### src/rtl/bp_pkg.sv
// Shared types and constants for the branch prediction unit:
// execute-stage instruction kinds, BHT counter encodings and the saturating update rule.
package bp_pkg;

    typedef enum logic [2:0] {
        BP_NONE = 3'd0,
        BP_BLT  = 3'd1,
        BP_BNE  = 3'd2,
        BP_BEX  = 3'd3,
        BP_JR   = 3'd4
    } bp_kind_t;

    localparam logic [1:0] STRONG_NT = 2'b00;
    localparam logic [1:0] WEAK_NT   = 2'b01;
    localparam logic [1:0] STRONG_T  = 2'b11;

    // Two-bit saturating step: count up on taken, down on not-taken, clamp at both ends.
    function automatic logic [1:0] sat_update(input logic [1:0] cnt, input logic taken);
        logic [1:0] nxt;
        if (taken) begin
            nxt = (cnt == STRONG_T) ? STRONG_T : cnt + 2'd1;
        end else begin
            nxt = (cnt == STRONG_NT) ? STRONG_NT : cnt - 2'd1;
        end
        return nxt;
    endfunction

endpackage

### src/rtl/bp_sat_counter.sv
// One bimodal history entry: a 2-bit saturating counter that resets to weak not-taken
// and steps only when its entry is selected for update.
module bp_sat_counter
    import bp_pkg::*;
(
    input  logic       clock,
    input  logic       reset,
    input  logic       upd_en_i,
    input  logic       taken_i,
    output logic [1:0] cnt_o
);

    logic [1:0] cnt_q;
    logic [1:0] cnt_d;

    // Next counter value: step when selected, otherwise hold.
    always_comb begin
        cnt_d = cnt_q;
        if (upd_en_i) begin
            cnt_d = sat_update(cnt_q, taken_i);
        end else begin
            cnt_d = cnt_q;
        end
    end

    // Counter state register with synchronous reset.
    always_ff @(posedge clock) begin
        if (reset) begin
            cnt_q <= WEAK_NT;
        end else begin
            cnt_q <= cnt_d;
        end
    end

    assign cnt_o = cnt_q;

endmodule

### src/rtl/branch_predict_unit.sv
// Next-PC generator: owns the fetch PC, predicts jumps/branches in decode from a bimodal
// history table, resolves branches in execute and redirects fetch with flushes on mispredict.
module branch_predict_unit
    import bp_pkg::*;
#(
    parameter int          PC_W     = 32,
    parameter int          IDX_W    = 6,
    parameter int          TGT_W    = 27,
    parameter int          CNT_W    = 16,
    parameter logic [31:0] RESET_PC = 32'd0
) (
    input  logic             clock,
    input  logic             reset,
    input  logic             stall,
    output logic [PC_W-1:0]  pc,
    input  logic             dec_valid,
    input  logic             dec_is_jump,
    input  logic             dec_is_branch,
    input  logic [PC_W-1:0]  dec_pc,
    input  logic [PC_W-1:0]  dec_offset,
    input  logic [TGT_W-1:0] dec_target,
    output logic             pred_taken_d,
    input  logic             ex_valid,
    input  logic [2:0]       ex_kind,
    input  logic [PC_W-1:0]  ex_pc,
    input  logic [PC_W-1:0]  ex_rd,
    input  logic [PC_W-1:0]  ex_rs,
    input  logic [PC_W-1:0]  ex_offset,
    input  logic [TGT_W-1:0] ex_target,
    input  logic             ex_pred_taken,
    output logic             flush_f,
    output logic             flush_fd,
    output logic [CNT_W-1:0] mispredict_cnt
);

    localparam int DEPTH = 2 ** IDX_W;

    logic [PC_W-1:0]  pc_q;
    logic [PC_W-1:0]  pc_d;
    logic [CNT_W-1:0] mp_cnt_q;
    logic [CNT_W-1:0] mp_cnt_d;

    logic [1:0]       bht_cnt [0:DEPTH-1];
    logic [1:0]       dec_cnt;
    logic [PC_W-1:0]  dec_tgt;
    logic             dec_redirect;

    bp_kind_t         kind;
    logic             ex_is_cond;
    logic             ex_taken;
    logic [PC_W-1:0]  ex_tgt;
    logic             ex_mispredict;
    logic             bht_upd;
    logic [IDX_W-1:0] ex_idx;

    assign kind   = bp_kind_t'(ex_kind);
    assign ex_idx = ex_pc[IDX_W-1:0];

    // History table: one saturating counter per index, written from execute.
    for (genvar g = 0; g < DEPTH; g++) begin : g_bht
        bp_sat_counter u_cnt (
            .clock    (clock),
            .reset    (reset),
            .upd_en_i (bht_upd && (ex_idx == IDX_W'(g))),
            .taken_i  (ex_taken),
            .cnt_o    (bht_cnt[g])
        );
    end

    // Decode prediction; reads the pre-update counter value (no same-cycle bypass).
    always_comb begin
        dec_cnt      = bht_cnt[dec_pc[IDX_W-1:0]];
        pred_taken_d = 1'b0;
        dec_tgt      = dec_pc + {{(PC_W-1){1'b0}}, 1'b1} + dec_offset;
        if (dec_is_jump) begin
            dec_tgt = {{(PC_W-TGT_W){dec_target[TGT_W-1]}}, dec_target};
        end else begin
            dec_tgt = dec_pc + {{(PC_W-1){1'b0}}, 1'b1} + dec_offset;
        end
        if (!reset && dec_valid) begin
            pred_taken_d = dec_is_jump | (dec_is_branch & dec_cnt[1]);
        end else begin
            pred_taken_d = 1'b0;
        end
    end

    // Execute resolution: actual direction, target and whether the prediction was wrong.
    always_comb begin
        ex_is_cond = 1'b0;
        ex_taken   = 1'b0;
        ex_tgt     = ex_pc + {{(PC_W-1){1'b0}}, 1'b1} + ex_offset;
        case (kind)
            BP_BLT: begin
                ex_is_cond = 1'b1;
                ex_taken   = $signed(ex_rd) < $signed(ex_rs);
            end
            BP_BNE: begin
                ex_is_cond = 1'b1;
                ex_taken   = ex_rd != ex_rs;
            end
            BP_BEX: begin
                ex_is_cond = 1'b1;
                ex_taken   = ex_rd != {PC_W{1'b0}};
                ex_tgt     = {{(PC_W-TGT_W){ex_target[TGT_W-1]}}, ex_target};
            end
            BP_JR: begin
                ex_taken = 1'b1;
                ex_tgt   = ex_rd;
            end
            default: begin
                ex_is_cond = 1'b0;
                ex_taken   = 1'b0;
            end
        endcase
        if (!reset && ex_valid) begin
            ex_mispredict = (kind == BP_JR) | (ex_is_cond & (ex_taken != ex_pred_taken));
            bht_upd       = ex_is_cond;
        end else begin
            ex_mispredict = 1'b0;
            bht_upd       = 1'b0;
        end
    end

    // Next-PC priority and flush generation; execute redirect overrides decode and stall.
    always_comb begin
        pc_d         = pc_q + {{(PC_W-1){1'b0}}, 1'b1};
        flush_f      = 1'b0;
        flush_fd     = 1'b0;
        dec_redirect = !stall && pred_taken_d;
        if (ex_mispredict) begin
            flush_fd = 1'b1;
            pc_d     = ex_taken ? ex_tgt : ex_pc + {{(PC_W-1){1'b0}}, 1'b1};
        end else if (dec_redirect) begin
            flush_f = 1'b1;
            pc_d    = dec_tgt;
        end else if (stall) begin
            pc_d = pc_q;
        end else begin
            pc_d = pc_q + {{(PC_W-1){1'b0}}, 1'b1};
        end
    end

    // Saturating mispredict count.
    always_comb begin
        if (ex_mispredict && !(&mp_cnt_q)) begin
            mp_cnt_d = mp_cnt_q + {{(CNT_W-1){1'b0}}, 1'b1};
        end else begin
            mp_cnt_d = mp_cnt_q;
        end
    end

    // PC and mispredict counter registers.
    always_ff @(posedge clock) begin
        if (reset) begin
            pc_q     <= RESET_PC[PC_W-1:0];
            mp_cnt_q <= {CNT_W{1'b0}};
        end else begin
            pc_q     <= pc_d;
            mp_cnt_q <= mp_cnt_d;
        end
    end

    assign pc             = pc_q;
    assign mispredict_cnt = mp_cnt_q;

endmodule
### config.mk
export PLATFORM = sky130hd
export DESIGN_NAME = branch_predict_unit
export DESIGN_NICKNAME = d
export VERILOG_FILES = /design/src/rtl/bp_pkg.sv /design/src/rtl/bp_sat_counter.sv /design/src/rtl/branch_predict_unit.sv
export SDC_FILE = /design/constraint.sdc
export NUM_CORES = 1
export LEC_CHECK = 0
export ABC_CLOCK_PERIOD_IN_PS = 11100
export CAP_MARGIN = 20
export CORE_MARGIN = 5
export CORE_UTILIZATION = 65
export CTS_CLUSTER_SIZE = 28
export DETAILED_ROUTE_END_ITERATION = 6
export DONT_BUFFER_PORTS = 1
export MAX_ROUTING_LAYER = met4
export PLACE_DENSITY = 0.87
export SYNTH_ARGS = -nofsm -noshare
export SYNTH_HDL_FRONTEND = slang
export SYNTH_HIERARCHICAL = 1
export SYNTH_SLANG_ARGS = --single-unit
### constraint.sdc
create_clock -name clock -period 11.1 [get_ports clock]
set_input_delay 2.22 -clock clock [delete_from_list [all_inputs] [get_ports clock]]
set_output_delay 2.22 -clock clock [all_outputs]
set_load 0.02 [all_outputs]
Word level (Yosys, flattened, before mapping)

Cells that the tools add are included.
W data, S select, Z words.

Flip-flop bits (word level): 176
Output and inout port bits: 51
Bits in latches: 0
Memories: 0
Word-level logic and storage cells: 689
Memory bits (writable): 0
ROM bits: 0

Div/mod/pow operators: 0
Order comparisons: 2
$mul: 0
Muxes and demuxes: 209
Add/subtract/negate cells: 134
Reduce and logical (&&, ||, !) cells: 139
Shifts and indexed selects: 0
Equal/unequal tests: 134
Bitwise logic cells: 5

Operators by type and width:

| cell                    | count |
|---|---|
| $mux W2                 | 194 |
| $eq A6 B6 Y1 const B    | 32 |
| $mux W32                | 5 |
| $add A2 B1 Y2 const B   | 64 |
| $eq A2 B2 Y1 const B    | 64 |
| $logic_not A2 Y1        | 64 |
| $sub A2 B1 Y2 const B   | 64 |
| $add A32 B1 Y32 const B | 3 |
| $eq A6 B5 Y1 const B    | 16 |
| $logic_and A1 B1 Y1     | 68 |
| $add A32 B32 Y32        | 2 |
| $pmux W32 S2            | 1 |
| $eq A6 B4 Y1 const B    | 8 |
| $lt A32 B32 Y1          | 1 |
| $ne A32 B32 Y1          | 1 |
| $reduce_bool A32 Y1     | 1 |
| $eq A6 B3 Y1 const B    | 4 |
| $add A16 B1 Y16 const B | 1 |
| $reduce_and A16 Y1      | 1 |
| $bmux W2 S6             | 1 |
| $eq A6 B2 Y1 const B    | 2 |
| $ge A7 B7 Y1 const B    | 1 |
| $mux W1                 | 7 |
| $not A6 Y7              | 1 |
| 12 further kinds        | 17 |

Depth between registers and ports, before layout

Depth in word-level cells: 10
Depth in mapped cells: 20
Gate-level depth less buffers: 18

Modules after synthesis

The synthesis kept the hierarchy.

Modules (own cells, without submodules):

| module              | area each (um^2) | cells an instance | times used | seq. area each (um^2) |
|---|---|---|---|---|
| branch_predict_unit | 9587.9           | 1355              | 1          | 960.9 |
| bp_sat_counter      | 105.1            | 11                | 64         | 40.0 |

Least setup slack after synthesis

OpenSTA, ideal clock, no wires.

Path kind: input to register
Start point: in ex_rs[25]
End point: reg pc_q[28] (netlist: pc[28])
Path slack: 1.503 ns
Data arrival time: 9.496 ns
Buffers on the path: 1
Cell stages on the path: 11
Cells stage by stage: inv_1 ha_1 a21oi_1 nor2_1 a2111o_1 o32ai_1 a31oi_1 o31ai_2 clkbuf_1 o21ai_0 o32ai_1

Cells in the longest elaborated chain, start to end: 7
Elaborated cells between the ends (all ways): 10
Those cells by class: order compare (1); eq/ne (3); mux (4); bitwise (2)

Ends and longest elaborated chain:

| item                                                             | line                                                 | RTL |
|---|---|---|
| start: declaration                                               | branch_predict_unit.sv:27                            | `input logic [PC_W-1:0] ex_rs,` |
| $lt A32 B32 Y1 / $ne A32 B32 Y1 (equally long branches)          | branch_predict_unit.sv:95, branch_predict_unit.sv:99 |  |
| $pmux W1 S4 *                                                    | branch_predict_unit.sv:92                            | `case (kind)` |
| via ex_taken                                                     | branch_predict_unit.sv:50                            | `logic ex_taken;` |
| $ne A1 B1 Y1                                                     | branch_predict_unit.sv:116                           | `ex_mispredict = (kind == BP_JR) \| (ex_is_cond & (ex_taken != ex_pred_taken));` |
| $and A1 B1 Y1                                                    | branch_predict_unit.sv:116                           |  |
| $or A1 B1 Y1                                                     | branch_predict_unit.sv:116                           |  |
| $mux W1                                                          | branch_predict_unit.sv:115                           | `if (!reset && ex_valid) begin` |
| $ne A3 B1 Y1 (no source line) / $mux W32 (equally long branches) | --                                                   |  |
| end signal: assignment                                           | branch_predict_unit.sv:155                           | `pc_q <= RESET_PC[PC_W-1:0];` |
| end signal: assignment                                           | branch_predict_unit.sv:158                           | `pc_q <= pc_d;` |
| end: declaration                                                 | branch_predict_unit.sv:38                            | `logic [PC_W-1:0] pc_q;` |

The timed path passes the listed nets; every way through them passes the cells marked *.
A chain may end at the register's enable or synchronous reset.

Worst setup path after layout

Start point: in ex_rs[31]
End point: out flush_f

Cells in the longest elaborated chain, start to end: 7
Elaborated cells between the ends (all ways): 8
Those cells by class: order compare (1); eq/ne (2); mux (3); bitwise (2)

Ends and longest elaborated chain:

| item                                                    | line                                                 | RTL |
|---|---|---|
| $lt A32 B32 Y1 / $ne A32 B32 Y1 (equally long branches) | branch_predict_unit.sv:95, branch_predict_unit.sv:99 |  |
| $pmux W1 S4 *                                           | branch_predict_unit.sv:92                            |  |
| $ne A1 B1 Y1 *                                          | branch_predict_unit.sv:116                           |  |
| $and A1 B1 Y1 *                                         | branch_predict_unit.sv:116                           |  |
| $or A1 B1 Y1 *                                          | branch_predict_unit.sv:116                           |  |
| $mux W1 *                                               | branch_predict_unit.sv:115                           |  |
| $mux W1 *                                               | branch_predict_unit.sv:130                           | `if (ex_mispredict) begin` |
| end: declaration                                        | branch_predict_unit.sv:31                            | `output logic flush_f,` |

Every way passes the cells marked *; elsewhere a longest branch is shown, timed or not.

==> run summary <==
number of H-tree levels -> 4
Antenna diodes -> 0
Post-layout nets -> 2,370
area of the mapped netlist -> 16,300 um^2
post-layout minimum cycle time -> 7950 ps
Die Span Y -> 168 um
Levels on crit path -> 11
buffer levels on the longest clock path -> 2
top post-synthesis cells by area -> sky130_fd_sc_hd__dfxtp_1 22%, sky130_fd_sc_hd__ha_1 7.7%, sky130_fd_sc_hd__a21oi_1 5.5%, sky130_fd_sc_hd__a221o_1 4.1%, sky130_fd_sc_hd__a21bo_1 3.9%
most frequently used cell type in the post-synthesis netlist -> sky130_fd_sc_hd__a21oi_1
worst path bufs/invs -> 3
Max rail drop VDD -> 0.103 mV
count of synthesis-stage warnings from yosys -> 6
die outline area -> 28,400 um^2
Mapped Nets -> 2,418
Hold-fix buffers, CTS -> 0
Initial DRT Pass Iterations -> 6
Worst-Skew Late Latency -> 450 ps
Sequential cell area -> 3520 um^2
post-route core utilization -> 0.687
synthesized area per cell -> 7.92 um^2
run status -> complete, no violations
gr usage total -> 0.353
wirelength, routed -> 52.1 mm
number of sinks driven by the clock tree -> 176
Area growth syn-to-layout -> 5.15%
drt first-iter violations -> 1,794
kind of cell with the highest combined delay on the critical path -> simple AND/OR/NAND/NOR gates
area after detailed placement -> 16,500 um^2
worst path cell trace -> inv_1 > ha_1 > nand4_1 > or4_1 > or3_1 > a311oi_1 > nor3_2 > a211oi_4 > buf_4 > inv_2 > nor2_1
Hold/Removal Path Class -> flop to flop
average wire per standard cell -> 22.1 um
largest net degree at the start of global routing -> 231
placed cell count -> 2,321
worst-case setup margin in the final layout -> 3150 ps
post-DP HPWL -> 38.2 mm
part of the Yosys area used for sequential elements -> 0.216
port bufs -> 0
actual slew at the worst max-slew pin -> 973 ps
worst-case setup slack after placement -> 3220 ps
slew margin rel. -> 0.352
data required time of the worst path -> 8880 ps
CTS tree -> yes
Synth top area share -> 0.216
total count of max-transition violations in the final report -> 0
share of final-layout standard cells stronger than drive strength 1 -> 0.0751
maximum clock frequency -> 126 MHz
instance count along the most critical hold path -> 2
number of vias in the routed layout -> 16,300
Via-to-Cell Ratio -> 6.93
placeable core area -> 25,000 um^2
unique cell type count in the Yosys netlist -> 77
class of the most critical setup path -> input pin to output pin
largest clock skew in the final design -> 17.0 ps
number of clock buffers inserted by TritonCTS -> 17
vias in the first global route -> 15,300
Worst-path clk slew -> 80 ps
antenna viol nets, final -> 0
post-route clock period utilization -> 0.716
Design Power -> 1.98 mW
number of enable-type register cells in the synthesized netlist -> 0
number of cells traversed by the worst register-to-register path -> 11
Main synth FF type -> sky130_fd_sc_hd__dfxtp_1
largest incremental delay on the critical path -> 570 ps
DIE WIDTH -> 168 um
Clock Root Buffer -> sky130_fd_sc_hd__clkbuf_16
Final Hold Fails -> 0
count of pins on the block boundary -> 308
arrival time at the worst endpoint -> 5730 ps
Static Leak -> 6.11 nW
fill cell count -> 2,037
number of synthesized register bits -> 176
GRT overflow -> 0
RSZ-0062 raised after global routing -> no
Hold WS -> 508 ps
total number of placement rows -> 58
gp weighted congestion -> 0.992
area of combinational cells with multiple inputs -> 12,000 um^2
DR DRC count -> 0
summed negative setup slack over all endpoints -> 0 ps
synthesized instance count -> 2,059
crit path capture type -> output pin
power per cell area -> 116 nW/um^2
fraction of synthesis flops using an asynchronous set or reset pin -> 0
antenna violations before repair -> 0
Post-CTS Repair Setup Buffers -> 0
type of origin of the critical path -> input pin
Synth area leader -> sky130_fd_sc_hd__dfxtp_1
maximum fanout encountered on the critical timing path -> 42
effective utilization at floorplan -> 0.654
Resized Gates After CTS -> 0
top post-synthesis cells by count -> 178 x sky130_fd_sc_hd__a21oi_1, 176 x sky130_fd_sc_hd__dfxtp_1, 153 x sky130_fd_sc_hd__nor2_1, 127 x sky130_fd_sc_hd__inv_1, 102 x sky130_fd_sc_hd__nand2_1
setup-violating endpoint count in the final report -> 0
highest-delay cell along the critical path -> sky130_fd_sc_hd__or4_1
final std cell area, no fill -> 17,200 um^2
number of cells in the finished layout apart from fillers -> 2,354
global-route wire length before repair -> 80.3 mm
Max-Cap Viols -> 0
==> registers in the layout, summed over array words and instances (netlist names) <==
signal,cells
mispredict_cnt,16
g_bht.u_cnt/cnt_o,128
pc,32
==> final cells by class <==
class | count | share of cell area
well taps | 330 | 0.0241
repair buffers | 11 | 0.00598
clock inverters | 15 | 0.0125
multi-input cells | 1676 | 0.699
flip-flops and latches | 176 | 0.205
inverters | 129 | 0.0282
clock buffers | 17 | 0.0248
==> worst reg2reg max path, cell delays in order (launching register included) <==
cell	delay, ps
sky130_fd_sc_hd__dfxtp_1	360
sky130_fd_sc_hd__mux4_2	500
sky130_fd_sc_hd__mux2i_1	270
sky130_fd_sc_hd__o22ai_1	220
sky130_fd_sc_hd__o2111ai_1	240
sky130_fd_sc_hd__o211a_2	200
sky130_fd_sc_hd__buf_4	460
sky130_fd_sc_hd__inv_1	510
sky130_fd_sc_hd__or3_1	450
sky130_fd_sc_hd__o21ai_0	80
sky130_fd_sc_hd__a221oi_1	120
sky130_fd_sc_hd__a211oi_2	230
==> final timing paths <==
| check | startpoint | end | slack, ps |
|---|---|---|---|
| max reg2reg | g_bht[45].u_cnt/cnt_o[1] | pc[5] | 7370 |
| max | ex_rs[31] | flush_f | 3150 |
| min reg2reg | g_bht[45].u_cnt/cnt_o[0] | g_bht[45].u_cnt/cnt_o[1] | 510 |
| min | g_bht[45].u_cnt/cnt_o[0] | g_bht[45].u_cnt/cnt_o[1] | 510 |
==> per-layer routing <==
layer	vias up	GRT usage	share of wire
met5	-	-	0
met4	0	0.177	0.054
met3	191	0.0737	0.081
met2	827	0.585	0.48
met1	7681	0.405	0.38
li1	7620	-	-
==> cells by family (layout without fill, tap and decap cells) <==
group           after synthesis  after routing  share of synthesized area
buf+inv                     207            172                     0.0497
fa+ha+maj                   102            102                     0.0791
simple gates                736            736                      0.253
flops                       176            176                      0.216
mux                          33             33                     0.0327
xor+xnor                     92             92                     0.0494
compound gates              713            713                      0.320
==> report_power, final <==
group          total [mW]  switching, mW  leakage [nW]  internal (mW)
clock               0.667          0.300         0.316          0.368
sequential          0.774         0.0881          1.43          0.685
combinational       0.543          0.307          4.36          0.236
==> placed cells by master, fill, tap and decap left out, types with 11 or more instances in the layout <==
cell                        count
sky130_fd_sc_hd__xnor2_1       64
sky130_fd_sc_hd__o211ai_1      51
sky130_fd_sc_hd__o22ai_1       14
sky130_fd_sc_hd__and3_1        22
sky130_fd_sc_hd__mux4_2        16
sky130_fd_sc_hd__xor2_1        28
sky130_fd_sc_hd__o21a_1        29
sky130_fd_sc_hd__a221o_1       67
sky130_fd_sc_hd__nor2b_1       73
sky130_fd_sc_hd__a21o_1        32
sky130_fd_sc_hd__nand2_1      102
sky130_fd_sc_hd__mux2i_1       14
sky130_fd_sc_hd__nand2b_1      74
sky130_fd_sc_hd__a22oi_1       27
sky130_fd_sc_hd__a211oi_1      20
sky130_fd_sc_hd__o32ai_1       68
sky130_fd_sc_hd__nand3_1       55
sky130_fd_sc_hd__o221ai_1      11
sky130_fd_sc_hd__nor2_1       152
sky130_fd_sc_hd__inv_1        127
sky130_fd_sc_hd__a21oi_1      178
sky130_fd_sc_hd__nor2b_2       64
sky130_fd_sc_hd__dfxtp_1      176
sky130_fd_sc_hd__or2_1         64
sky130_fd_sc_hd__nor3_1        27
sky130_fd_sc_hd__nor4_1        12
sky130_fd_sc_hd__nand4_1       36
sky130_fd_sc_hd__a21bo_1       64
sky130_fd_sc_hd__ha_1         100
sky130_fd_sc_hd__clkbuf_16     17
sky130_fd_sc_hd__a31oi_1       20
sky130_fd_sc_hd__o21ai_0       68
(Power assumes the default switching activity.)
